[src/rtl/svif_multichan_top_if.sv]
// Bundle of channel, counter-control and pass-through signals for svif_multichan_top.
// The master side drives symbols and controls; the slave side (the block) returns results.
interface svif_multichan_top_if #(
  parameter int NCH   = 4,
  parameter int SIG_W = 2,
  parameter int CNT_W = 22,
  parameter int PT_W  = 16
);
  logic [NCH*SIG_W-1:0] sig;
  logic [NCH-1:0]       flip;
  logic                 setting;
  logic [2:0]           other_setting;
  logic [PT_W-1:0]      pass_in;
  logic                 pass_vld_in;
  logic [NCH*SIG_W-1:0] sig_out;
  logic [CNT_W-1:0]     out_other;
  logic [PT_W-1:0]      pass_out;
  logic                 pass_vld_out;
  logic                 mode_run;

  modport master (
    output sig, flip, setting, other_setting, pass_in, pass_vld_in,
    input  sig_out, out_other, pass_out, pass_vld_out, mode_run
  );

  modport slave (
    input  sig, flip, setting, other_setting, pass_in, pass_vld_in,
    output sig_out, out_other, pass_out, pass_vld_out, mode_run
  );
endinterface

[src/rtl/svif_multichan_top.sv]
// Multi-channel symbol register with optional per-channel inversion, a step counter,
// a valid-tagged pass-through pipe and a WARM/RUN/FREEZE mode FSM.
module svif_multichan_top #(
  parameter int NCH      = 4,
  parameter int SIG_W    = 2,
  parameter int CNT_W    = 22,
  parameter int SAT      = 0,
  parameter int PT_W     = 16,
  parameter int PT_DEPTH = 2
) (
  input  logic                 clk,
  input  logic                 rst,
  svif_multichan_top_if.slave  bus,
  output logic [1:0]           stateDbg
);

  typedef enum logic [1:0] {
    WARM   = 2'd0,
    RUN    = 2'd1,
    FREEZE = 2'd2
  } state_t;

  localparam int SW = CNT_W + 1;

  state_t               stateQ, stateNext;
  logic                 modeRunQ;
  logic [NCH*SIG_W-1:0] sigQ, sigNext;
  logic [CNT_W-1:0]     cntQ, cntNext;
  logic [SW-1:0]        cntSum;

  always_ff @(posedge clk) begin
    if (!rst) begin
      stateQ   <= WARM;
      modeRunQ <= 1'b0;
    end else begin
      stateQ   <= stateNext;
      modeRunQ <= (stateNext == RUN);
    end
  end

  always_comb begin
    stateNext = stateQ;
    case (stateQ)
      WARM:    stateNext = RUN;
      RUN:     stateNext = bus.setting ? FREEZE : RUN;
      FREEZE:  stateNext = bus.setting ? FREEZE : RUN;
      default: stateNext = WARM;
    endcase
  end

  always_comb begin
    sigNext = '0;
    for (int c = 0; c < NCH; c++) begin
      sigNext[c*SIG_W +: SIG_W] = bus.flip[c] ? ~bus.sig[c*SIG_W +: SIG_W]
                                               :  bus.sig[c*SIG_W +: SIG_W];
    end
  end

  // Sum kept one bit wider so the carry decides wrap versus saturation.
  assign cntSum  = SW'(cntQ) + SW'(bus.other_setting) + SW'(1);
  assign cntNext = ((SAT != 0) && cntSum[CNT_W]) ? '1 : cntSum[CNT_W-1:0];

  always_ff @(posedge clk) begin
    if (!rst) begin
      sigQ <= '0;
      cntQ <= '0;
    end else if (stateQ == RUN) begin
      sigQ <= sigNext;
      cntQ <= cntNext;
    end
  end

  assign bus.sig_out   = sigQ;
  assign bus.out_other = cntQ;
  assign bus.mode_run  = modeRunQ;
  assign stateDbg      = stateQ;

  // pass_vld_in qualifies pass_in; there is no ready, so the pipe never stalls
  // and data moves every cycle with its valid bit alongside.
  generate
    if (PT_DEPTH == 0) begin : gNoPipe
      assign bus.pass_out     = rst ? bus.pass_in : '0;
      assign bus.pass_vld_out = rst ? bus.pass_vld_in : 1'b0;
    end else begin : gPipe
      logic [PT_W-1:0]     ptData [PT_DEPTH];
      logic [PT_DEPTH-1:0] ptVld;

      always_ff @(posedge clk) begin
        if (!rst) begin
          for (int i = 0; i < PT_DEPTH; i++) ptData[i] <= '0;
          ptVld <= '0;
        end else begin
          ptData[0] <= bus.pass_in;
          ptVld[0]  <= bus.pass_vld_in;
          for (int i = 1; i < PT_DEPTH; i++) begin
            ptData[i] <= ptData[i-1];
            ptVld[i]  <= ptVld[i-1];
          end
        end
      end

      assign bus.pass_out     = ptData[PT_DEPTH-1];
      assign bus.pass_vld_out = ptVld[PT_DEPTH-1];
    end
  endgenerate

endmodule

[src/flat_wrapper.sv]
// flat-port wrapper written by rule: the top's interface ports become plain ports
module svif_multichan_top_flat 
#(
  parameter int NCH      = 4,
  parameter int SIG_W    = 2,
  parameter int CNT_W    = 22,
  parameter int SAT      = 0,
  parameter int PT_W     = 16,
  parameter int PT_DEPTH = 2
)
  (clk, rst, stateDbg, bus_sig, bus_flip, bus_setting, bus_other_setting, bus_pass_in, bus_pass_vld_in, bus_sig_out, bus_out_other, bus_pass_out, bus_pass_vld_out, bus_mode_run);
  svif_multichan_top_if #(.NCH(NCH), .SIG_W(SIG_W), .CNT_W(CNT_W), .PT_W(PT_W)) bus_i ();
  input  logic clk;
  input  logic rst;
  output logic [1:0] stateDbg;
  input wire logic [$bits(bus_i.sig)-1:0] bus_sig;
  input wire logic [$bits(bus_i.flip)-1:0] bus_flip;
  input wire logic [$bits(bus_i.setting)-1:0] bus_setting;
  input wire logic [$bits(bus_i.other_setting)-1:0] bus_other_setting;
  input wire logic [$bits(bus_i.pass_in)-1:0] bus_pass_in;
  input wire logic [$bits(bus_i.pass_vld_in)-1:0] bus_pass_vld_in;
  output wire logic [$bits(bus_i.sig_out)-1:0] bus_sig_out;
  output wire logic [$bits(bus_i.out_other)-1:0] bus_out_other;
  output wire logic [$bits(bus_i.pass_out)-1:0] bus_pass_out;
  output wire logic [$bits(bus_i.pass_vld_out)-1:0] bus_pass_vld_out;
  output wire logic [$bits(bus_i.mode_run)-1:0] bus_mode_run;
  assign bus_i.sig = bus_sig;
  assign bus_i.flip = bus_flip;
  assign bus_i.setting = bus_setting;
  assign bus_i.other_setting = bus_other_setting;
  assign bus_i.pass_in = bus_pass_in;
  assign bus_i.pass_vld_in = bus_pass_vld_in;
  assign bus_sig_out = bus_i.sig_out;
  assign bus_out_other = bus_i.out_other;
  assign bus_pass_out = bus_i.pass_out;
  assign bus_pass_vld_out = bus_i.pass_vld_out;
  assign bus_mode_run = bus_i.mode_run;
  svif_multichan_top #(.NCH(NCH), .SIG_W(SIG_W), .CNT_W(CNT_W), .SAT(SAT), .PT_W(PT_W), .PT_DEPTH(PT_DEPTH)) u_core (.clk(clk), .rst(rst), .bus(bus_i), .stateDbg(stateDbg));
endmodule
[config.mk]
export PLATFORM = sky130hd
export DESIGN_NAME = svif_multichan_top_flat
export DESIGN_NICKNAME = d
export VERILOG_FILES = /design/src/rtl/svif_multichan_top_if.sv /design/src/rtl/svif_multichan_top.sv /design/src/flat_wrapper.sv
export SDC_FILE = /design/constraint.sdc
export NUM_CORES = 1
export LEC_CHECK = 0
export CAP_MARGIN = 40
export CORE_MARGIN = 2
export CORE_UTILIZATION = 30
export CTS_CLUSTER_DIAMETER = 80
export CTS_CLUSTER_SIZE = 20
export DETAILED_ROUTE_END_ITERATION = 10
export GPL_ROUTABILITY_DRIVEN = 0
export GPL_TIMING_DRIVEN = 0
export PLACE_DENSITY = 0.68
export SYNTH_ARGS = -nofsm -noshare
export SYNTH_HDL_FRONTEND = slang
export SYNTH_SLANG_ARGS = --single-unit
[constraint.sdc]
create_clock -name clk -period 3.6 [get_ports clk]
set_input_delay 0.36 -clock clk [delete_from_list [all_inputs] [get_ports clk]]
set_output_delay 0.36 -clock clk [all_outputs]
set_load 0.1 [all_outputs]
==> results.py <==
metrics = {
    "worst_setup_path": {
        "worst-setup-path-type": "in2reg",
        "cpPeakStageDelay_ns": 0.60,
        "cp_slowest_cell": "nor4_1",
        "r2r_end": "u_core.bus.out_other[14]$_SDFFE_PN0N_",
        "r2r-start": "u_core.bus.out_other[0]$_SDFFE_PN0N_",
        "path_delay_family": "simple AND/OR/NAND/NOR gates",
        "crit_chain": "clkdlybuf4s50_1, inv_1, ha_1, inv_1, fa_1, a21oi_1, nor4_1, or3b_2, a21oi_1",
        "crit_fanout": 9,
        "cp.depth": 9,
        "reg2reg_slack_ns": 1.12,
        "worst_setup_path_end_kind": "flip-flop",
        "crit_arrival_ns": 2.81,
        "worst-path-buf-inv": 3,
        "required_ns": 3.86,
        "worstRegToRegCells": 8,
        "startpoint_type": "input pin",
    },
    "timing": {
        "drv_slew": 0,
        "clock_skew_ns": 0.0126,
        "max_slew.worst_pin.slew_ns": 0.854,
        "clock.fmax_ghz": 0.393,
        "maxSlewHeadroom": 0.422,
        "setup_violations": 0,
        "finalHoldViolations": 0,
        "finalCritPeriodShare": 0.707,
        "tns_ns": 0,
        "grt_setup_unrepaired": "no",
        "fin_crit_ns": 2.55,
    },
    "pwr": {
        "power.density_nw_per_um2": 438,
        "leakagePower_nw": 1.84,
        "vdd_ir_drop_max_uv": 236,
    },
    "yosys": {
        "syn_area_per_cell_um2": 9.82,
        "yosysTopAreaCell": "dfxtp_1",
        "synth_fp_nets": 305,
        "synthCells": 263,
        "synth_area_leaders": "dfxtp_1 52%, and2_1 8.2%, buf_4 4.6%, xnor2_1 4.1%, a211oi_1 2.9%",
        "yosysWarnings": 0,
        "ys_types": 34,
        "synth_area_um2": 2580,
        "ys_ff_latch": 67,
        "seq_area_frac_synth": 0.519,
        "yosysTopAreaCellShare": 0.519,
    },
    "cells_and_area": {
        "layout_common_cells": "84 x clkdlybuf4s50_1, 67 x dfxtp_1, 34 x and2_1, 34 x buf_8",
        "layout_commonest_cell": "clkdlybuf4s50_1",
        "final_nets": 451,
        "regArea_um2": 1340,
        "antenna-diode-count": 0,
        "area_growth_syn_to_layout_pct": 83.3,
        "layout-drive-gt1-share": 0.208,
        "fillers": 665,
        "multi_input_area_um2": 1050,
        "stdcell_count": 519,
    },
    "floorplanning": {
        "die_x_um": 96.8,
        "die-area_um2": 9370,
        "initial_utilization": 0.311,
        "die_h_um": 96.8,
        "coreArea_um2": 8300,
        "ios": 85,
        "rows": 33,
    },
    "cts": {
        "clkLatencyLatePin_ns": 0.34,
        "cts_setup_buffers": 0,
        "htreeDepth": 3,
        "cts_tree": "yes",
        "clock_sinks": 67,
        "cts_resized": 0,
        "cts_buffer_depth": 2,
        "numCtsBuffers": 9,
        "clkTransAtPathRegs_ns": 0.07,
        "cts_root_buf": "clkbuf_8",
        "cts_hold_buffers": 0,
    },
    "grt": {
        "grt_max_degree": 14,
        "first_global_vias": 2396,
        "met3_usage": 0.0513,
        "track_usage": 0.150,
        "antenna_found_initial": 0,
        "overflow": 0,
        "met1_usage": 0.179,
        "use_met2": 0.253,
        "grt_pass1_wl_um": 11300,
        "grt-busiest-layer": "met2",
    },
    "min_path": {
        "holdPathEnd": "u_core.gPipe.ptData[0][22]$_SDFF_PN0_",
        "worstHoldPathCells": 1,
        "hp-class": "reg2reg",
        "holdCritStartpoint": "u_core.gPipe.ptData[0][6]$_SDFF_PN0_",
    },
    "route": {
        "drc_errors": 0,
        "wl_per_cell_um": 12.8,
        "dr.pass1.iters": 4,
        "postRouteAntennaNets": 0,
        "viasPerCell": 4.47,
        "routed_wl_um": 6660,
        "drt_iter0_drc": 67,
        "dr_total_vias": 2319,
    },
    "status": {
        "status": "finished clean",
    },
    "placed_design": {
        "placed_cells": 503,
        "hpwl_um": 5130,
        "portBuffers": 84,
    },
    "run": {
        "maxCapViolations": 0,
    },
}
-- final cells by class --
cell class,count,area share
Clock buffer,9,0.0262
Clock inverter,7,0.0211
Inverter,7,0.00555
Buffer,27,0.0343
Multi-Input combinational cell,162,0.222
Sequential cell,67,0.283
Tap cell,105,0.0277
Timing Repair Buffer,135,0.379
-- cells by family (layout without fill, tap and decap cells) --
family | count (synthesis) | count (layout) | share of synthesized area
and+or+nand+nor | 97 | 97 | 0.215
DFF | 67 | 67 | 0.519
AOI/OAI and AO/OA | 42 | 42 | 0.101
buffers and inverters | 34 | 185 | 0.0731
xor gates and xnor gates | 13 | 13 | 0.0441
adders and majority gates | 7 | 7 | 0.0368
muxes | 3 | 3 | 0.0116
-- metal layers --
layer	routed length, um	up-vias
met5	0	-
met4	46	0
met3	315	7
met2	3340	73
met1	2960	1063
li1	-	1176
-- Yosys cell counts (all sizes together) --
library cell / n
nand4: 4
or3b: 1
dfxtp: 67
and3: 1
buf: 17
mux2i: 3
nand3: 4
or4: 7
nand2b: 2
nor4: 2
fa: 1
a21oi: 15
o21ai: 8
o31ai: 5
xor2: 1
o211ai: 1
nor2b: 1
xnor2: 12
ha: 6
clkbuf: 10
o41ai: 1
o21a: 1
or3: 7
nor2: 15
a211oi: 10
nand2: 12
and2: 34
nand3b: 3
nor3: 3
and4: 1
o311ai: 1
inv: 7
-- metrics by stage --
stage / util / power [W] / hold WS (ns) / area, um^2 / worst slack [ns]
after global placement: 0.428 / 0.00126 / 0.414 / 3560 / 0.829
after global routing: 0.571 / 0.00217 / 0.446 / 4740 / 0.924
final: 0.571 / 0.00208 / 0.434 / 4740 / 1.05
after detailed placement: 0.544 / 0.00139 / 0.421 / 4510 / 0.753
after floorplan: - / 0.00114 / 0.412 / 2580 / 0.800
after CTS: 0.571 / 0.00210 / 0.438 / 4740 / 1.09
-- sequential cells by signal, indices dropped and copies added (netlist names) --
signal                count
u_core.bus.out_other     22
u_core.gPipe.ptData      32
u_core.gPipe.ptVld        2
u_core.bus.sig_out        8
u_core.stateDbg           2
u_core.bus.mode_run       1
-- power by group --
part | internal, W | switching (W)
registers | 0.000781 | 0.0000205
logic | 0.000236 | 0.000336
clock network | 0.000395 | 0.000307
total | 0.00141 | 0.000664
-- worst register-to-register path: cells and delay by family (launching register included) --
family / cells / cell delay, ns
AOI/OAI and AO/OA: 2 / 0.40
adders and majority gates: 2 / 0.42
buffers and inverters: 2 / 0.13
DFF: 1 / 0.37
and+or+nand+nor: 2 / 1.09
-- worst max path at each step --
stage                                                  to                                 start  slack (ns)
floorplan           u_core.bus.out_other[14]$_SDFFE_PN0N_  u_core.bus.out_other[0]$_SDFFE_PN0N_        0.80
global placement    u_core.bus.out_other[14]$_SDFFE_PN0N_                  bus_other_setting[0]        0.83
finish              u_core.bus.out_other[14]$_SDFFE_PN0N_                  bus_other_setting[0]        1.05
detailed placement  u_core.bus.out_other[14]$_SDFFE_PN0N_                  bus_other_setting[0]        0.75
CTS                 u_core.bus.out_other[14]$_SDFFE_PN0N_                  bus_other_setting[0]        1.09
global route        u_core.bus.out_other[14]$_SDFFE_PN0N_                  bus_other_setting[0]        0.92
Note: power is estimated with default switching activity, not from simulation.
